## config.mk

```make
export PLATFORM = sky130hd
export DESIGN_NAME = ps2_rx
export DESIGN_NICKNAME = d
export VERILOG_FILES = /design/src/rtl/ps2_pkg.sv /design/src/rtl/ps2_sync_filter.sv /design/src/rtl/ps2_rx.sv
export SDC_FILE = /design/constraint.sdc
export NUM_CORES = 1
export LEC_CHECK = 0
export ABC_AREA = 0
export BUFFER_PORTS_ARGS = -buffer_cell sky130_fd_sc_hd__buf_2
export CAP_MARGIN = 15
export CORE_ASPECT_RATIO = 1.75
export CORE_MARGIN = 2
export CORE_UTILIZATION = 29
export DETAILED_ROUTE_END_ITERATION = 12
export GPL_ROUTABILITY_DRIVEN = 1
export MAX_ROUTING_LAYER = met4
export PLACE_DENSITY = 0.45
export SLEW_MARGIN = 20
export SYNTH_ARGS = -nofsm -noshare
export SYNTH_HDL_FRONTEND = slang
export SYNTH_SLANG_ARGS = --single-unit
```

## constraint.sdc

```tcl
create_clock -name clk_i -period 3.31 [get_ports clk_i]
set_clock_uncertainty 0.1 [all_clocks]
set_input_delay 0.662 -clock clk_i [delete_from_list [all_inputs] [get_ports clk_i]]
set_output_delay 0.662 -clock clk_i [all_outputs]
set_load 0.01 [all_outputs]
```

## src/rtl/ps2_pkg.sv

```systemverilog
// Shared PS/2 definitions: receiver state encoding, frame geometry and the
// odd-parity helper that both the receiver and a future transmitter use.
package ps2_pkg;

  localparam int FRAME_BITS    = 11;
  localparam int PS2_DATA_BITS = FRAME_BITS - 3;

  typedef enum logic [1:0] {
    IDLE,
    DATA,
    PARITY,
    STOP
  } rx_state_t;

  // Parity bit that makes data plus parity contain an odd number of ones.
  function automatic logic odd_parity(input logic [PS2_DATA_BITS-1:0] data);
    return ~^data;
  endfunction

endpackage

```

## src/rtl/ps2_sync_filter.sv

```systemverilog
// Two-flop synchroniser followed by a FILTER_LEN-sample glitch filter for an
// asynchronous PS/2 line; outputs the filtered level and a one-cycle fall pulse.
module ps2_sync_filter #(
  parameter int FILTER_LEN = 8
) (
  input  logic clk_i,
  input  logic reset_ni,
  input  logic i_line,
  output logic o_level,
  output logic o_fall
);

  logic [1:0]            r_sync;
  logic [FILTER_LEN-1:0] r_hist;
  logic                  r_level;
  logic                  r_level_d;

  // The level only moves once the whole history agrees; anything shorter holds.
  always_ff @(posedge clk_i or negedge reset_ni) begin
    if (!reset_ni) begin
      r_sync    <= 2'b11;
      r_hist    <= '1;
      r_level   <= 1'b1;
      r_level_d <= 1'b1;
    end else begin
      r_sync    <= {r_sync[0], i_line};
      r_hist    <= {r_hist[FILTER_LEN-2:0], r_sync[1]};
      r_level_d <= r_level;
      if (&r_hist) begin
        r_level <= 1'b1;
      end else if (~|r_hist) begin
        r_level <= 1'b0;
      end
    end
  end

  assign o_level = r_level;
  assign o_fall  = r_level_d & ~r_level;

endmodule

```

## src/rtl/ps2_rx.sv

```systemverilog
// PS/2 device-to-host byte receiver: deserialises 11-bit frames and emits a
// one-cycle valid, parity-error or frame-error strobe per completed frame.
module ps2_rx
  import ps2_pkg::*;
#(
  parameter int FILTER_LEN     = 8,
  parameter int TIMEOUT_CYCLES = 20000
) (
  input  logic                     clk_i,
  input  logic                     reset_ni,
  input  logic                     ps2_clk_i,
  input  logic                     ps2_data_i,
  output logic [PS2_DATA_BITS-1:0] data_o,
  output logic                     valid_o,
  output logic                     parity_err_o,
  output logic                     frame_err_o
);

  localparam int TW = $clog2(TIMEOUT_CYCLES);
  localparam int CW = $clog2(PS2_DATA_BITS);
  localparam logic [TW-1:0] TMO_LAST = TW'(TIMEOUT_CYCLES - 2);
  localparam logic [CW-1:0] LAST_BIT = CW'(PS2_DATA_BITS - 1);

  rx_state_t r_state;
  rx_state_t w_next_state;

  logic [1:0]               r_data_sync;
  logic [CW-1:0]            r_bit_cnt;
  logic [PS2_DATA_BITS-1:0] r_shift;
  logic                     r_parity;
  logic [TW-1:0]            r_tmo;

  logic w_clk_level;
  logic w_clk_fall;
  logic w_fall;
  logic w_data;
  logic w_timeout;
  logic w_valid_nxt;
  logic w_perr_nxt;
  logic w_ferr_nxt;

  ps2_sync_filter #(
    .FILTER_LEN(FILTER_LEN)
  ) u_clk_filter (
    .clk_i   (clk_i),
    .reset_ni(reset_ni),
    .i_line  (ps2_clk_i),
    .o_level (w_clk_level),
    .o_fall  (w_clk_fall)
  );

  assign w_fall    = w_clk_fall & ~w_clk_level;
  assign w_data    = r_data_sync[1];
  assign w_timeout = (r_state != IDLE) && !w_fall && (r_tmo == TMO_LAST);

  always_ff @(posedge clk_i or negedge reset_ni) begin
    if (!reset_ni) begin
      r_state <= IDLE;
    end else begin
      r_state <= w_next_state;
    end
  end

  always_comb begin
    w_next_state = r_state;
    if (w_fall) begin
      case (r_state)
        IDLE:    if (!w_data) w_next_state = DATA;
        DATA:    if (r_bit_cnt == LAST_BIT) w_next_state = PARITY;
        PARITY:  w_next_state = STOP;
        STOP:    w_next_state = IDLE;
        default: w_next_state = IDLE;
      endcase
    end
    if (w_timeout) begin
      w_next_state = IDLE;
    end
  end

  // A bad stop bit outranks a parity fault, so only one strobe ever fires.
  always_comb begin
    w_valid_nxt = 1'b0;
    w_perr_nxt  = 1'b0;
    w_ferr_nxt  = w_timeout;
    if (w_fall && (r_state == STOP)) begin
      if (!w_data) begin
        w_ferr_nxt = 1'b1;
      end else if (r_parity != odd_parity(r_shift)) begin
        w_perr_nxt = 1'b1;
      end else begin
        w_valid_nxt = 1'b1;
      end
    end
  end

  always_ff @(posedge clk_i or negedge reset_ni) begin
    if (!reset_ni) begin
      r_data_sync  <= 2'b11;
      r_bit_cnt    <= '0;
      r_shift      <= '0;
      r_parity     <= 1'b0;
      r_tmo        <= '0;
      data_o       <= '0;
      valid_o      <= 1'b0;
      parity_err_o <= 1'b0;
      frame_err_o  <= 1'b0;
    end else begin
      r_data_sync  <= {r_data_sync[0], ps2_data_i};
      valid_o      <= w_valid_nxt;
      parity_err_o <= w_perr_nxt;
      frame_err_o  <= w_ferr_nxt;
      if (w_valid_nxt) begin
        data_o <= r_shift;
      end
      if (w_fall) begin
        case (r_state)
          IDLE: r_bit_cnt <= '0;
          DATA: begin
            r_shift   <= {w_data, r_shift[PS2_DATA_BITS-1:1]};
            r_bit_cnt <= r_bit_cnt + 1'b1;
          end
          PARITY:  r_parity <= w_data;
          default: ;
        endcase
      end
      if ((r_state == IDLE) || w_fall || w_timeout) begin
        r_tmo <= '0;
      end else begin
        r_tmo <= r_tmo + 1'b1;
      end
    end
  end

endmodule

```

* Yosys cells after proc, flatten, opt, wreduce, memory -nomap -nowiden
Index checks and enable logic that the tools add are counted.
** Word-level totals
- Word-level logic and storage cells :: 62
- Bits of input ports :: 4
- Flip-flop bits (word level) :: 54
** Cells by class
- Bitwise logic cells :: 3
- Eq/ne operators :: 9
- Reductions and logical operators :: 17
- Mux-type cells :: 17
- $add $sub $neg :: 2
** Operator list (count)
- adder 15 x 1 -> 15 bit, second input constant :: 1
- equality test 15 bit, second input constant :: 1
- 2-to-1 mux 15 bit :: 1
- 2-to-1 mux 1 bit :: 10
- 2-to-1 mux 2 bit :: 4
- one-hot mux 2 bit (4 select lines) :: 1
- AND reduction 8 bit :: 1
- OR reduction 8 bit :: 1
- XNOR reduction 8 bit :: 1
- inequality test 3 bit, second input constant :: 2
- one-hot mux 3 bit (2 select lines) :: 1
- AND reduction 2 bit :: 3
- nonzero test 2 bit :: 3
- equality test 2 bit, second input constant :: 2
- adder 3 x 1 -> 3 bit, second input constant :: 1
- equality test 3 bit, second input constant :: 1
- logical AND 1 bit :: 3
- AND reduction 3 bit :: 1
- AND 1 bit :: 2
- equality test 2 x 1 -> 1 bit, second input constant :: 1
- zero test 2 bit :: 1
- logical OR 1 bit :: 2
- inequality test 2 x 1 -> 1 bit, second input constant :: 1
- zero test 1 bit :: 1
- other kinds (2) :: 2

* Depth between registers and ports, before layout
- Word-level depth :: 8
- Mapped depth :: 7
- Gate-level depth less buffers :: 6

* Modules after synthesis
Synthesis repeated with hierarchy kept, for this count alone.
** Second synthesis, totals
- Cells, all modules :: 180
- Area total of the unflattened synthesis :: 2319.7 µm²
** By module, submodules not included
- ps2_rx :: instances 1, area each 1960.6 µm², cells an instance 161
- ps2_sync_filter :: instances 1, area each 359.1 µm², cells an instance 19

* Worst setup path after synthesis
No wires, ideal clock.
- Path type :: reg2reg
- Start point :: register r_shift[2]
- End point :: register data_o[0]
- Period minus slack after synthesis :: 1.908 ns
- Setup slack :: 1.402 ns
- Library setup time :: 0.125 ns
- Path buffers :: 0
- Arrival :: 1.683 ns
- Cell stages (with the launch flop) :: 5
- Cells stage by stage :: dfrtp_1 > xor2_1 > xnor3_2 > mux2i_4 > mux2_2
** On the way
- Cells in the longest elaborated chain, start to end :: 5
** Ends and longest elaborated chain
- from (decl) :: line ps2_rx.sv:29 : logic [PS2_DATA_BITS-1:0] r_shift;
- from (signal assigned) :: line ps2_rx.sv:119 : r_shift <= {w_data, r_shift[PS2_DATA_BITS-1:1]};
- XNOR reduction 8 bit :: line ps2_pkg.sv:17 : return ~^data;
- inequality test 1 bit :: line ps2_rx.sv:88 : end else if (r_parity != odd_parity(r_shift)) begin
- 2-to-1 mux 1 bit :: line ps2_rx.sv:88
- 2-to-1 mux 1 bit :: line ps2_rx.sv:86 : if (!w_data) begin
- 2-to-1 mux 1 bit :: line ps2_rx.sv:85 : if (w_fall && (r_state == STOP)) begin
- to (signal assigned) :: line ps2_rx.sv:113 : data_o <= r_shift;
- to (decl) :: line ps2_rx.sv:13 : output logic [PS2_DATA_BITS-1:0] data_o,
No other way between the ends.
A chain may end at the register's enable or synchronous reset.

* Worst setup path after layout
- Start point :: register r_shift[2]
- End point :: register data_o[3]
The elaborated chain is that of the path after synthesis.

==> qor.csv <==
metric;value;unit
run status;completed;
CTS root buf;clkbuf_16;
GR Overflow Total;0;
clock-pin slew on the worst setup and hold paths;70;ps
Final nets;217;
drt pass-1 iters;4;
endpoints failing setup;0;
Final Slew Violations;0;
Syn Nets;195;
first-pass GRT wire length;7200;um
clk_lat worst skew;290;ps
Max rail drop VDD;0.000289;V
DR vias;1369;
worst setup margin;1250;ps
layout cells sized above 1;28.3;%
synthesized instance count;182;
critical path endpoint category;flip-flop;
Fmax;485;MHz
WL per Instance;13.5;um
Overall Global Routing Usage;11.1;%
Worst EP arrival;2140;ps
Die Y;122;um
DR iter-0 viols;30;
Final Hold Vio Count;0;
Top-Level Pins;15;
slew at the pin closest to its max-slew limit;550;ps
ant diodes;0;
CTS max path bufs;2;
sequential area share after synthesis;59.3;%
RD Place Congestion;0.689;
port buffer count;14;
antenna violations before repair;0;
total design power;1640;uW
Vias/cell;4.64;
DIE WIDTH;71.4;um
startpoint types;flip-flop;
Synth Warn #;0;
Post CTS Setup Buffer Count;0;
post-route core utilization;34.0;%
post-synthesis cell area;2310;sq um
clk sinks;54;
Avg Cell Area, Syn;12.7;sq um
Tmin final;2060;ps
largest net degree at the start of global routing;44;
area of the die;8710;sq um
vias in the first global route;1462;
RSZ-0062 raised after global routing;false;
dpl hpwl;2800;um
Crit Path Category;flip-flop to flip-flop;
post-CTS resize count;0;
# rows;43;
Hold Crit Class;input pin to async pin;
routed wire length;3990;um
P_leak;0.00124;uW
drt drc;0;
CTS tree;yes;
TritonCTS buffer count;5;
core area;7800;sq um
# Max-Cap Violations;0;
worst slack, placed;1220;ps
Crit Path Max Fanout;9;
# H-tree levels;2;
WHS;256;ps
Yosys cell types;30;
Antenna Nets Post-Route;0;
Req. time, crit path;3390;ps
area grow syn2layout;15.1;%
Initial Utilization;29.6;%
Max-Slew Margin vs Limit;63.3;%
cts hold-fix bufs;0;
period utilization;62.3;%
pwr/cell area;618;nW/um^2
Yosys reg bits;54;
Setup TNS;0;ps
-- state kept, by name (all words and copies together) (netlist names) --
signal	count
r_state	2
u_clk_filter.o_level	1
parity_err_o	1
data_o	8
u_clk_filter.r_hist	8
r_data_sync	2
u_clk_filter.r_sync	2
r_tmo	15
r_bit_cnt	3
r_shift	8
u_clk_filter.r_level_d	1
frame_err_o	1
valid_o	1
r_parity	1
-- cell type report --
| cell class | instances | area, sq um |
|---|---|---|
| fillers | 783 | 5140 |
| flip-flops and latches | 54 | 1370 |
| multi-input cells | 120 | 907 |
| clock buffers | 6 | 139 |
| well taps | 90 | 113 |
| repair buffers | 17 | 95.1 |
| inverters | 6 | 22.5 |
| clock inverters | 2 | 11.3 |
-- per-layer routing --
metal	global-route usage [%]	wire [um]
met1	11.6	1560
met2	19.3	2210
met3	2.81	121
met4	5.31	99
met5	-	0
-- Yosys cell counts --
cell | instances | area share, %
mux2_2 | 17 | 8.3
nor2_1 | 22 | 3.6
o41ai_1 | 1 | 0.38
nor4_1 | 3 | 0.81
clkbuf_1 | 1 | 0.16
o2111ai_1 | 1 | 0.38
inv_1 | 6 | 0.98
nand4_1 | 5 | 1.4
nand4b_1 | 2 | 0.76
or3_1 | 1 | 0.27
dfstp_2 | 14 | 16
buf_2 | 1 | 0.22
xnor3_2 | 1 | 1.0
nand3_1 | 5 | 1.1
xnor3_1 | 1 | 0.98
a32o_1 | 2 | 0.87
mux2i_4 | 1 | 0.98
nand4bb_1 | 1 | 0.49
nand2b_1 | 1 | 0.27
xnor2_1 | 13 | 4.9
o21ai_0 | 3 | 0.65
nor3_1 | 5 | 1.1
o21bai_1 | 1 | 0.33
or4_1 | 2 | 0.65
o221ai_1 | 2 | 0.76
ha_1 | 9 | 4.9
nand2_1 | 15 | 2.4
xor2_1 | 4 | 1.5
dfrtp_1 | 40 | 43
nor2b_1 | 2 | 0.54
-- path summary, 6_finish.rpt --
kind | end | depth (start not counted) | startpoint | slack [ps]
max | data_o[3] | 4 | r_shift[2] | 1250
max reg2reg | data_o[3] | 4 | r_shift[2] | 1250
min reg2reg | u_clk_filter.r_hist[0] | 0 | u_clk_filter.r_sync[1] | 260
min | data_o[3] | 1 | reset_ni | 260
max in group asynchronous | u_clk_filter.r_hist[2] | 2 | reset_ni | 2250
min in group clk_i | u_clk_filter.r_hist[0] | 0 | u_clk_filter.r_sync[1] | 260
-- where the power goes --
part	leakage (uW)	switching, uW	total [uW]	internal (uW)
clock network	0.0000772	232	532	300
registers	0.000689	82.3	823	741
logic	0.000476	157	287	130
-- worst max-delay path: stages, from the launching register on --
cell and delay, ps:
dfrtp_1 420, xor2_1 170, xnor3_2 450, mux2i_4 430
mux2_2 380
-- cells in the final DEF (no fill, tap or decap) --
| cell type | netlist | final |
|---|---|---|
| nor2_1 | 22 | 22 |
| dfstp_2 | 14 | 14 |
| or4_1 | 2 | 2 |
| dfrtp_1 | 40 | 40 |
| xnor2_1 | 13 | 13 |
| inv_1 | 6 | 6 |
| nand4bb_1 | 1 | 1 |
| nand3_1 | 5 | 5 |
| or3_1 | 1 | 1 |
| clkbuf_8 | 0 | 1 |
| buf_4 | 0 | 4 |
| xnor3_2 | 1 | 1 |
| nand4_1 | 5 | 5 |
| nand2_1 | 15 | 15 |
| o21bai_1 | 1 | 1 |
| o41ai_1 | 1 | 1 |
| a32o_1 | 2 | 2 |
| nor4_1 | 3 | 3 |
| o21ai_0 | 3 | 3 |
| xor2_1 | 4 | 4 |
| nand2b_1 | 1 | 1 |
| o2111ai_1 | 1 | 1 |
| nand4b_1 | 2 | 2 |
| clkbuf_16 | 0 | 5 |
| nor3_1 | 5 | 5 |
| xnor3_1 | 1 | 1 |
| clkinv_2 | 0 | 1 |
| o221ai_1 | 2 | 2 |
| inv_4 | 0 | 1 |
| nor2b_1 | 2 | 2 |
| mux2_2 | 17 | 17 |
| buf_2 | 1 | 13 |
| ha_1 | 9 | 9 |
| mux2i_4 | 1 | 1 |
-- metrics by stage --
step	instances	cell area, sq um
5_1_grt	295	2660
4_1_cts	295	2650
2_1_floorplan	182	2310
3_3_place_gp	287	2500
3_5_place_dp	287	2500
6_report	295	2660
-- cell families (layout without fill, tap and decap cells) --
group                      after synthesis  after routing  share of synthesized area [%]
muxes                                   18             18                           9.27
DFF                                     54             54                           59.3
xor gates and xnor gates                19             19                           8.46
AOI/OAI and AO/OA                       10             10                           3.36
adders and majority gates                9              9                           4.88
buffers and inverters                    8             31                           1.36
and+or+nand+nor                         64             64                           13.3
Note: power is estimated with default switching activity, not from simulation.
